$ cat src/rtl/data_mem_dump_arbiter.sv
// Data memory arbiter: pipeline pass-through, or debug dump of
// every word, streamed LSB byte first to the UART TX handshake.
module data_mem_dump_arbiter #(
  parameter int         NB_DATA         = 32,
  parameter int         N_DATA_MEM_ADDR = 64,
  parameter int         NB_ADDR_MEM     = $clog2(N_DATA_MEM_ADDR),
  parameter int         NB_BYTE         = 8,
  parameter logic [1:0] WORD_ADDRESSING = 2'b11
) (
  input  logic                   i_clk,
  input  logic                   i_reset,
  input  logic                   i_pipe_r_en,
  input  logic                   i_pipe_w_en,
  input  logic [NB_ADDR_MEM-1:0] i_pipe_addr,
  input  logic [NB_DATA-1:0]     i_pipe_w_data,
  input  logic [1:0]             i_pipe_addressing,
  input  logic                   i_pipe_signing,
  output logic [NB_DATA-1:0]     o_pipe_r_data,
  input  logic                   i_pipe_halted,
  input  logic                   i_dump_start,
  output logic                   o_dump_busy,
  output logic                   o_dump_done,
  output logic                   o_mem_r_en,
  output logic                   o_mem_w_en,
  output logic [NB_ADDR_MEM-1:0] o_mem_addr,
  output logic [NB_DATA-1:0]     o_mem_w_data,
  output logic [1:0]             o_mem_addressing,
  output logic                   o_mem_signing,
  input  logic [NB_DATA-1:0]     i_mem_r_data,
  output logic [NB_BYTE-1:0]     o_tx_data,
  output logic                   o_tx_valid,
  input  logic                   i_tx_ready
);

  localparam int NB_WCNT = NB_ADDR_MEM - 2;
  localparam logic [NB_WCNT-1:0] LAST_WORD =
    NB_WCNT'(N_DATA_MEM_ADDR / 4 - 1);

  typedef enum logic [2:0] {
    IDLE,
    WAIT_HALT,
    READ,
    SEND,
    NEXT,
    DONE
  } state_t;

  state_t               state;
  state_t               state_next;
  logic [NB_WCNT-1:0]   word_cnt;
  logic [1:0]           byte_idx;
  logic [NB_DATA-1:0]   word_reg;

  always_ff @(posedge i_clk or posedge i_reset) begin
    if (i_reset) begin
      state <= IDLE;
    end else begin
      state <= state_next;
    end
  end

  always_comb begin
    state_next = state;
    unique case (state)
      IDLE:
        if (i_dump_start)
          state_next = WAIT_HALT;
      WAIT_HALT:
        if (i_pipe_halted)
          state_next = READ;
      READ:
        state_next = i_pipe_halted ? SEND : WAIT_HALT;
      SEND:
        if (i_tx_ready && byte_idx == 2'd3)
          state_next = NEXT;
      NEXT:
        if (word_cnt == LAST_WORD)
          state_next = DONE;
        else
          state_next = i_pipe_halted ? READ : WAIT_HALT;
      DONE:
        state_next = IDLE;
      default:
        state_next = IDLE;
    endcase
  end

  // Counters and capture register follow the FSM transitions above.
  always_ff @(posedge i_clk or posedge i_reset) begin
    if (i_reset) begin
      word_cnt <= '0;
      byte_idx <= '0;
      word_reg <= '0;
    end else begin
      unique case (state)
        IDLE:
          if (i_dump_start)
            word_cnt <= '0;
        READ:
          if (i_pipe_halted) begin
            word_reg <= i_mem_r_data;
            byte_idx <= '0;
          end
        SEND:
          if (i_tx_ready && byte_idx != 2'd3)
            byte_idx <= byte_idx + 2'd1;
        NEXT:
          if (word_cnt != LAST_WORD)
            word_cnt <= word_cnt + NB_WCNT'(1);
        default: ;
      endcase
    end
  end

  always_comb begin
    o_mem_r_en       = i_pipe_r_en;
    o_mem_w_en       = i_pipe_w_en;
    o_mem_addr       = i_pipe_addr;
    o_mem_w_data     = i_pipe_w_data;
    o_mem_addressing = i_pipe_addressing;
    o_mem_signing    = i_pipe_signing;
    if (state == READ) begin
      o_mem_r_en       = 1'b1;
      o_mem_w_en       = 1'b0;
      o_mem_addr       = {word_cnt, 2'b00};
      o_mem_addressing = WORD_ADDRESSING;
      o_mem_signing    = 1'b0;
    end
  end

  assign o_pipe_r_data = i_mem_r_data;
  assign o_tx_valid    = (state == SEND);
  assign o_tx_data     = word_reg[byte_idx*NB_BYTE +: NB_BYTE];
  assign o_dump_busy   = (state != IDLE);
  assign o_dump_done   = (state == DONE);

endmodule

$ cat config.mk
export PLATFORM = sky130hd
export DESIGN_NAME = data_mem_dump_arbiter
export DESIGN_NICKNAME = d
export VERILOG_FILES = /design/src/rtl/data_mem_dump_arbiter.sv
export SDC_FILE = /design/constraint.sdc
export NUM_CORES = 1
export LEC_CHECK = 0
export BUFFER_PORTS_ARGS = -buffer_cell sky130_fd_sc_hd__clkbuf_2
export CORE_UTILIZATION = 47
export DETAILED_ROUTE_END_ITERATION = 12
export PLACE_DENSITY = 0.86
export REMOVE_ABC_BUFFERS = 1
export SLEW_MARGIN = 20
export SYNTH_ARGS = -nofsm -noshare
export SYNTH_HDL_FRONTEND = slang
export SYNTH_SLANG_ARGS = --single-unit
$ cat constraint.sdc
create_clock -name i_clk -period 2.45 [get_ports i_clk]
set_clock_uncertainty 0.1 [all_clocks]
set_input_delay 0.245 -clock i_clk [delete_from_list [all_inputs] [get_ports i_clk]]
set_output_delay 0.245 -clock i_clk [all_outputs]
set_load 0.05 [all_outputs]
# Yosys cells after proc, flatten, opt, wreduce, memory -nomap -nowiden
# Index checks and enable logic that the tools add are counted.
# totals
regBits	41
in_bits	80
word_cells	50
# op_classes
add_sub_neg	2
eq_ne	15
shift	1
n_mux	18
reduce_logical	10
# ops
cell	count
$shiftx 32x6->8	1
$pmux 3 s5	1
$mux 3	4
$mux 2	5
$ne 2x2->1 const B	5
$reduce_and 3->1	3
$mux 4	2
$pmux 4 s2	1
$eq 3x2->1 const B	2
$eq 3x3->1 const B	2
$mux 6	1
$add 4x1->4 const B	1
$eq 4x4->1 const B	1
$ne 2x1->1 const B	2
$ne 4x4->1 const B	1
$pmux 2 s2	1
$reduce_bool 2->1	2
$eq 3x1->1 const B	1
$logic_not 3->1	1
$mux 1	3
$reduce_bool 3->1	1
$add 2x1->2 const B	1
$eq 2x2->1 const B	1
$logic_and 1x1->1	2
$reduce_and 2->1	1

# Longest topological paths before layout
# Gate-level depths: netlist of the first run.
# logic_depth
ltp_word	4
depth_mapped	5

# Worst setup path before layout of the first run
# Ideal clock, no wire load.
# synth_timing
kind	register to register
from	register state[2]
to	register byte_idx[1]
setup_time_ns	0.125
t_arrival_ns	1.651
slack_ns	0.574
stages_incl_launch_ff	5
cell_sequence	dfrtp_1 -> buf_4 -> and3b_1 -> and3b_1 -> mux2_4
# synth_between
elab_chain_len	3
elab_cells_between_ends	7
classes_between	eq/ne: 4; mux: 1; reduce/logical: 2
# synth_lines
item	line	text
from (decl)	48	state_t state;
from (signal assigned)	58	state <= state_next;
$eq 3x2->1 (*)	n/a	
via o_tx_valid	31	output logic o_tx_valid,
$ne 2x1->1 (no source line) / $reduce_bool 2->1 (equally long branches)	n/a	
$reduce_and 3->1 (no source line)	n/a	
to (signal assigned)	106	byte_idx <= byte_idx + 2'd1;
to (decl)	51	logic [1:0] byte_idx;
# Mark *: on every way through the listed nets, which the timed path passes. The rest lies on a longest branch.
# A chain may end at the register's enable or synchronous reset.

# Worst setup path after layout of the first run
# layout_timing
from	register state[1]
to	output o_mem_addr[5]
# layout_between
elab_chain_len	2
# layout_lines
item	line	text
$eq 3x2->1	122	if (state == READ) begin
$mux 6	122	
to (decl)	25	output logic [NB_ADDR_MEM-1:0] o_mem_addr,
# Every way passes these cells.

==> metrics.csv, run 1 <==
metric,value,unit
status,"finished, final reports clean",
TritonCTS Sinks,41,
Area contributors post-synth,"dfrtp_1 38%, buf_4 18%, mux2_4 17%",
DR vias/cell,5.347,
power per cell area,1384,nW/um^2
CP Data Required Time,2.11,ns
ys async rst share,1.000,
Seq pwr share,0.333,
top cell type's share of synthesized area,0.3786,
"Cell Area, Placed",2769,sq um
Routed WL,5.830,mm
flop2flop setup slack,0.55,ns
initial core utilization,0.4892,
vias,1743,
Hold WS,0.1058,ns
most frequent cell after synthesis,buf_4,
post-CTS sizing,0,
GRT Residual Overflow,0,
H-tree depth,2,
# setup viols final,0,
clock latency on the worst-skew pair,0.28,ns
"flops & latches, synth",41,
slowest cell on the critical path,dfrtp_1,
Most used DFF post-synth,dfrtp_1,
layout cell share with drive strength beyond 1,0.6181,
Buffers on Ports,101,
number of flip-flops in the largest register,32,
Fmax achieved,453.7,MHz
R2R depth,3,
Post-DRT Antenna Nets,0,
core area,5540,sq um
Sw Pwr,1787,uW
CP Capture Point,o_mem_addr[5],
max-cap violations,0,
Final period util,0.8996,
max incr delay on CP,0.56,ns
Worst-Margin Slew,0.6199,ns
die width,77.94,um
Pre-Repair DR Iteration Count,5,
Syn Std Cell Area,2710,sq um
Final Hold Vio Count,0,
Post-Synthesis Cells,216,
Die Ht,77.94,um
fin area,2860,sq um
Top Ports,166,
final-report max-slew violation count,0,
antenna violations before repair,0,
DPL Wire Length,4.483,mm
nets@finish,336,
Filler cells,495,
total CTS buffers,5,
WP buf/inv,2,
Slew headroom,0.5861,
Reg2Reg Launch Point,state[2]$_DFFE_PP0P_,
clock root buffer,clkbuf_8,
worst-path cell chain,nor3b_1 -> buf_4 -> mux2_2 -> clkbuf_2,
kind of cell adding the most delay to the critical path,flip-flops,
fin crit period,2.204,ns
RSZ-0062 raised after global routing,false,
gr usage total,0.1998,
Synth Warn #,0,
CTS tree,yes,
clk slew on worst S/H paths,0.07,ns
Placer Congestion,0.7928,
Inserted Diodes,0,
initial drt markers,76,
worst min path class,input pin to flip-flop,
logic gate share of total power,0.565,
CP Data Arrival Time,1.86,ns
largest net degree at the start of global routing,31,
leakage power,0.001422,uW
Startpoint Class,flip-flop,
WS Path Type,flip-flop to primary output,
Worst path depth,4,
Max VDD drop,0.7152,mV
Row Count,27,
crit path max fanout,14,
count of cell types in the netlist,37,
Internal Power,2170,uW
leading area contributor after synthesis,dfrtp_1,
"top cells by count, synth","66 x buf_4, 41 x dfrtp_1, 31 x mux2_4",
CP Capture Type,primary output,
post-detailed-route DRC marker count,0,
vias in the first global route,1767,
worst reg2reg endpoint,word_reg[16]$_DFFE_PP0P_,
Net Sw Frac,0.4516,
clock buffer depth,2,
first-pass GRT wire length,9.066,mm
die area,6074,sq um
Post-synth EDFFs,0,
Critical Path Start,state[1]$_DFFE_PP0P_,
WL/cell,17.88,um
Pwr Total,3957,uW
syn_area_per_cell,12.55,sq um
Clock Power Share,0.103,
register area share after synthesis,0.3786,
Layout area overhead,5.540,%
-- per-layer routing --
metal  routed length (um)  up-vias  GRT usage
li1                     -      780          -
met1                 2549      838     0.2577
met2                 2529      116     0.2814
met3                  675        7     0.1129
met4                   41        2    0.04815
met5                   34        -    0.08182
-- final cells by class --
type                       instances  area [sq um]  share of cell area
multi-input combinational         98          1106              0.3867
sequential                        41          1026              0.3587
timing repair buffer             107         553.0              0.1934
tap                               72         90.09             0.03150
clock buffer                       6         72.57             0.02537
clock inverter                     1         8.758            0.003062
inverter                           1         3.754            0.001312
-- worst register-to-register path, delay by kind of cell, from the launching register on --
kind                   cells  cell delay (ns)
multiplexers               1             0.36
AND/OR/NAND/NOR            1             0.35
flip-flops                 1             0.52
buffers and inverters      1             0.46
-- worst min-delay path by stage --
stage | from | to | slack (ns) | cells past startpoint
after CTS | i_mem_r_data[10] | word_reg[10]$_DFFE_PP0P_ | 0.1 | 2
after global routing | i_mem_r_data[10] | word_reg[10]$_DFFE_PP0P_ | 0.1 | 2
after floorplan | i_mem_r_data[5] | word_reg[5]$_DFFE_PP0P_ | 0.28 | 1
after detailed placement | i_reset | word_reg[3]$_DFFE_PP0P_ | 0.30 | 2
final | i_mem_r_data[10] | word_reg[10]$_DFFE_PP0P_ | 0.11 | 2
after global placement | i_reset | word_reg[19]$_DFFE_PP0P_ | 0.28 | 2
-- power groups by stage --
stage	combinational [uW]	clock, uW	sequential, uW
finish	2230	407	1320
global route	2360	454	1370
CTS	2250	429	1320
detailed placement	2230	0	1340
global placement	2190	0	1310
floorplan	1780	0	1220
-- what timing repair did --
action,4_1_cts,5_1_grt
hold endpoints to repair,29,0
hold buffers,1,0
buffers inserted,0,0
-- stage by stage --
step / worst slack [ns] / cells / utilization / TNS [ns]
final: 0.2459 / 326 / 0.5163 / 0
after global routing: 0.1136 / 326 / 0.5163 / 0
after CTS: 0.2023 / 326 / 0.5163 / 0
after detailed placement: 0.5235 / 318 / 0.4998 / 0
after global placement: 0.5707 / 318 / 0.4998 / 0
after floorplan: -3.951 / 140 / - / -137.55
-- cells by family (layout without fill, tap and decap cells) --
| family | count (synthesis) | after routing | share of synthesized area |
|---|---|---|---|
| compound gates | 16 | 16 | 0.04617 |
| flops | 41 | 41 | 0.3786 |
| simple gates | 33 | 33 | 0.07618 |
| fa+ha+maj | 2 | 2 | 0.009232 |
| buf+inv | 77 | 115 | 0.2188 |
| mux | 47 | 47 | 0.2710 |
-- cell usage in the layout (no fill, tap or decap), types with 3 or more instances in the layout --
master / instances
nand3_1: 4
mux2_1: 6
dfrtp_1: 41
and3b_1: 3
nor2b_1: 5
mux4_2: 8
a21oi_1: 4
buf_4: 5
a22o_1: 3
clkbuf_2: 101
mux2_4: 31
or2_2: 3
clkbuf_8: 5
nand2_1: 3
(Power assumes the default switching activity.)
==> run 2: changes to the inputs <==
--- a/config.mk
+++ b/config.mk
@@ -6,9 +6,10 @@
 export NUM_CORES = 1
 export LEC_CHECK = 0
 export BUFFER_PORTS_ARGS = -buffer_cell sky130_fd_sc_hd__clkbuf_2
-export CORE_UTILIZATION = 47
+export CORE_UTILIZATION = 44
 export DETAILED_ROUTE_END_ITERATION = 12
-export PLACE_DENSITY = 0.86
+export PLACE_DENSITY = 0.82
+export RECOVER_POWER = 50
 export REMOVE_ABC_BUFFERS = 1
 export SLEW_MARGIN = 20
 export SYNTH_ARGS = -nofsm -noshare
==> constraint.sdc (replaced) <==
create_clock -name i_clk -period 2.1 [get_ports i_clk]
set_clock_uncertainty 0.1 [all_clocks]
set_input_delay 0.21 -clock i_clk [delete_from_list [all_inputs] [get_ports i_clk]]
set_output_delay 0.21 -clock i_clk [all_outputs]
set_load 0.05 [all_outputs]
==> metrics.csv, run 2 (synthesis gave the netlist of run 1 again) <==
metric,value,unit
status,"finished, final reports clean",
Routed WL,6.368,mm
kind of cell adding the most delay to the critical path,flip-flops,
clock latency on the worst-skew pair,0.28,ns
final-report max-slew violation count,0,
vias,1760,
largest net degree at the start of global routing,42,
crit path max fanout,11,
leakage power,0.001356,uW
Fmax achieved,505.4,MHz
slowest cell on the critical path,dfrtp_2,
Pre-Repair DR Iteration Count,6,
# setup viols final,0,
most frequent cells in the layout,"66 x clkbuf_2, 38 x dfrtp_1, 32 x clkbuf_1, 31 x mux2_4, 8 x mux4_2",
fin cells,333,
Reg2Reg Launch Point,state[2]$_DFFE_PP0P_,
Top Ports,166,
DR vias/cell,5.285,
die area,6477,sq um
max incr delay on CP,0.48,ns
CP Capture Type,primary output,
Setup WS post-layout,0.1215,ns
"Cell Area, Placed",2800,sq um
multi-input logic area,1111,sq um
Register Area,1030,sq um
Slew headroom,0.3455,
Placer Congestion,0.8349,
GRT Residual Overflow,0,
worst-path cell chain,nor3b_2 -> buf_4 -> mux2_2 -> buf_2,
WS Path Type,flip-flop to primary output,
gr usage total,0.2009,
initial core utilization,0.4577,
nets@finish,339,
Buffers on Ports,101,
"most common cell after layout, fill and taps aside",clkbuf_2,
WP buf/inv,2,
H-tree depth,2,
fin area,2904,sq um
met1 Usage GRT,0.2330,
clock root buffer,clkbuf_8,
worst reg2reg endpoint,word_reg[5]$_DFFE_PP0P_,
layout cell share with drive strength beyond 1,0.5155,
Worst path depth,4,
antenna violations before repair,0,
CP Capture Point,o_mem_addr[5],
Pwr Total,4873,uW
GR peak layer,met2,
Post-DRT Antenna Nets,0,
Startpoint Class,flip-flop,
CP Data Required Time,1.79,ns
R2R depth,4,
flop2flop setup slack,0.24,ns
Layout area overhead,7.156,%
Row Count,28,
power per cell area,1678,nW/um^2
placed insts,323,
met2 usage,0.2890,
Inserted Diodes,0,
clk slew on worst S/H paths,0.07,ns
first-pass GRT wire length,9.321,mm
vias in the first global route,1716,
die width,80.48,um
TritonCTS Sinks,41,
fin crit period,1.978,ns
core area,5921,sq um
WL/cell,19.12,um
max-cap violations,0,
Filler cells,543,
number of flip-flops in the largest register,32,
total CTS buffers,5,
Critical Path Start,state[0]$_DFFE_PP0P_,
TNS Setup,0,ns
hold depth,2,
DPL Wire Length,4.926,mm
Max VDD drop,1.134,mV
worst min path class,input pin to flip-flop,
Die Ht,80.48,um
Post-Place Worst Slack,0.2785,ns
CP Data Arrival Time,1.67,ns
initial drt markers,104,
Final Hold Vio Count,0,
Worst-Margin Slew,0.9817,ns
grt met3 use,0.1534,
RSZ-0062 raised after global routing,false,
CTS tree,yes,
clock buffer depth,2,
Final period util,0.9421,
post-detailed-route DRC marker count,0,
-- run 2: timing repair --
item | 4_1_cts | 5_1_grt
hold endpoints to repair | 41 | 0
setup endpoints to repair | 11 | 4
resized for setup | 3 | 5
hold buffers | 1 | 0
setup buffers | 0 | 1
-- run 2: metal layers --
layer | share of wire | vias up | routed length, um
li1 | - | 790 | -
met1 | 0.41 | 814 | 2641
met2 | 0.41 | 147 | 2585
met3 | 0.17 | 7 | 1061
met4 | 0.0050 | 2 | 32
met5 | 0.0075 | - | 48
-- run 2: how the worst min path moves through the flow --
stage	endpoint	slack, ns	start
6_report	word_reg[6]$_DFFE_PP0P_	0.07	i_mem_r_data[6]
5_1_grt	word_reg[18]$_DFFE_PP0P_	0.06	i_mem_r_data[18]
4_1_cts	word_reg[10]$_DFFE_PP0P_	0.06	i_mem_r_data[10]
3_5_place_dp	word_reg[10]$_DFFE_PP0P_	0.25	i_reset
3_3_place_gp	word_reg[10]$_DFFE_PP0P_	0.23	i_reset
2_1_floorplan	word_reg[5]$_DFFE_PP0P_	0.24	i_mem_r_data[5]
-- run 2: area by class of cell --
class | count | share of cell area
Sequential cell | 41 | 0.3546
Clock inverter | 2 | 0.01293
Inverter | 1 | 0.001293
Clock buffer | 6 | 0.02844
Multi-Input combinational cell | 98 | 0.3826
Tap cell | 75 | 0.03231
Timing Repair Buffer | 110 | 0.1878
-- run 2: per-stage QoR --
stage | utilization | hold slack (ns)
floorplan | - | 0.2448
global placement | 0.4730 | 0.2293
detailed placement | 0.4730 | 0.2470
CTS | 0.4956 | 0.06037
global route | 0.4905 | 0.06198
finish | 0.4905 | 0.06528
-- run 2: power by group --
group	internal [uW]	leakage [uW]	total [uW]	switching [uW]
registers	1170	0.000497	1490	319
logic	1180	0.000801	2740	1560
clock network	386	0.0000574	648	261
total	2740	0.00136	4870	2140
-- run 2: worst register-to-register path: stages, from the launching register on --
cell,delay [ns]
dfrtp_2,0.42
buf_4,0.17
nor4bb_4,0.37
buf_12,0.29
mux2_1,0.40
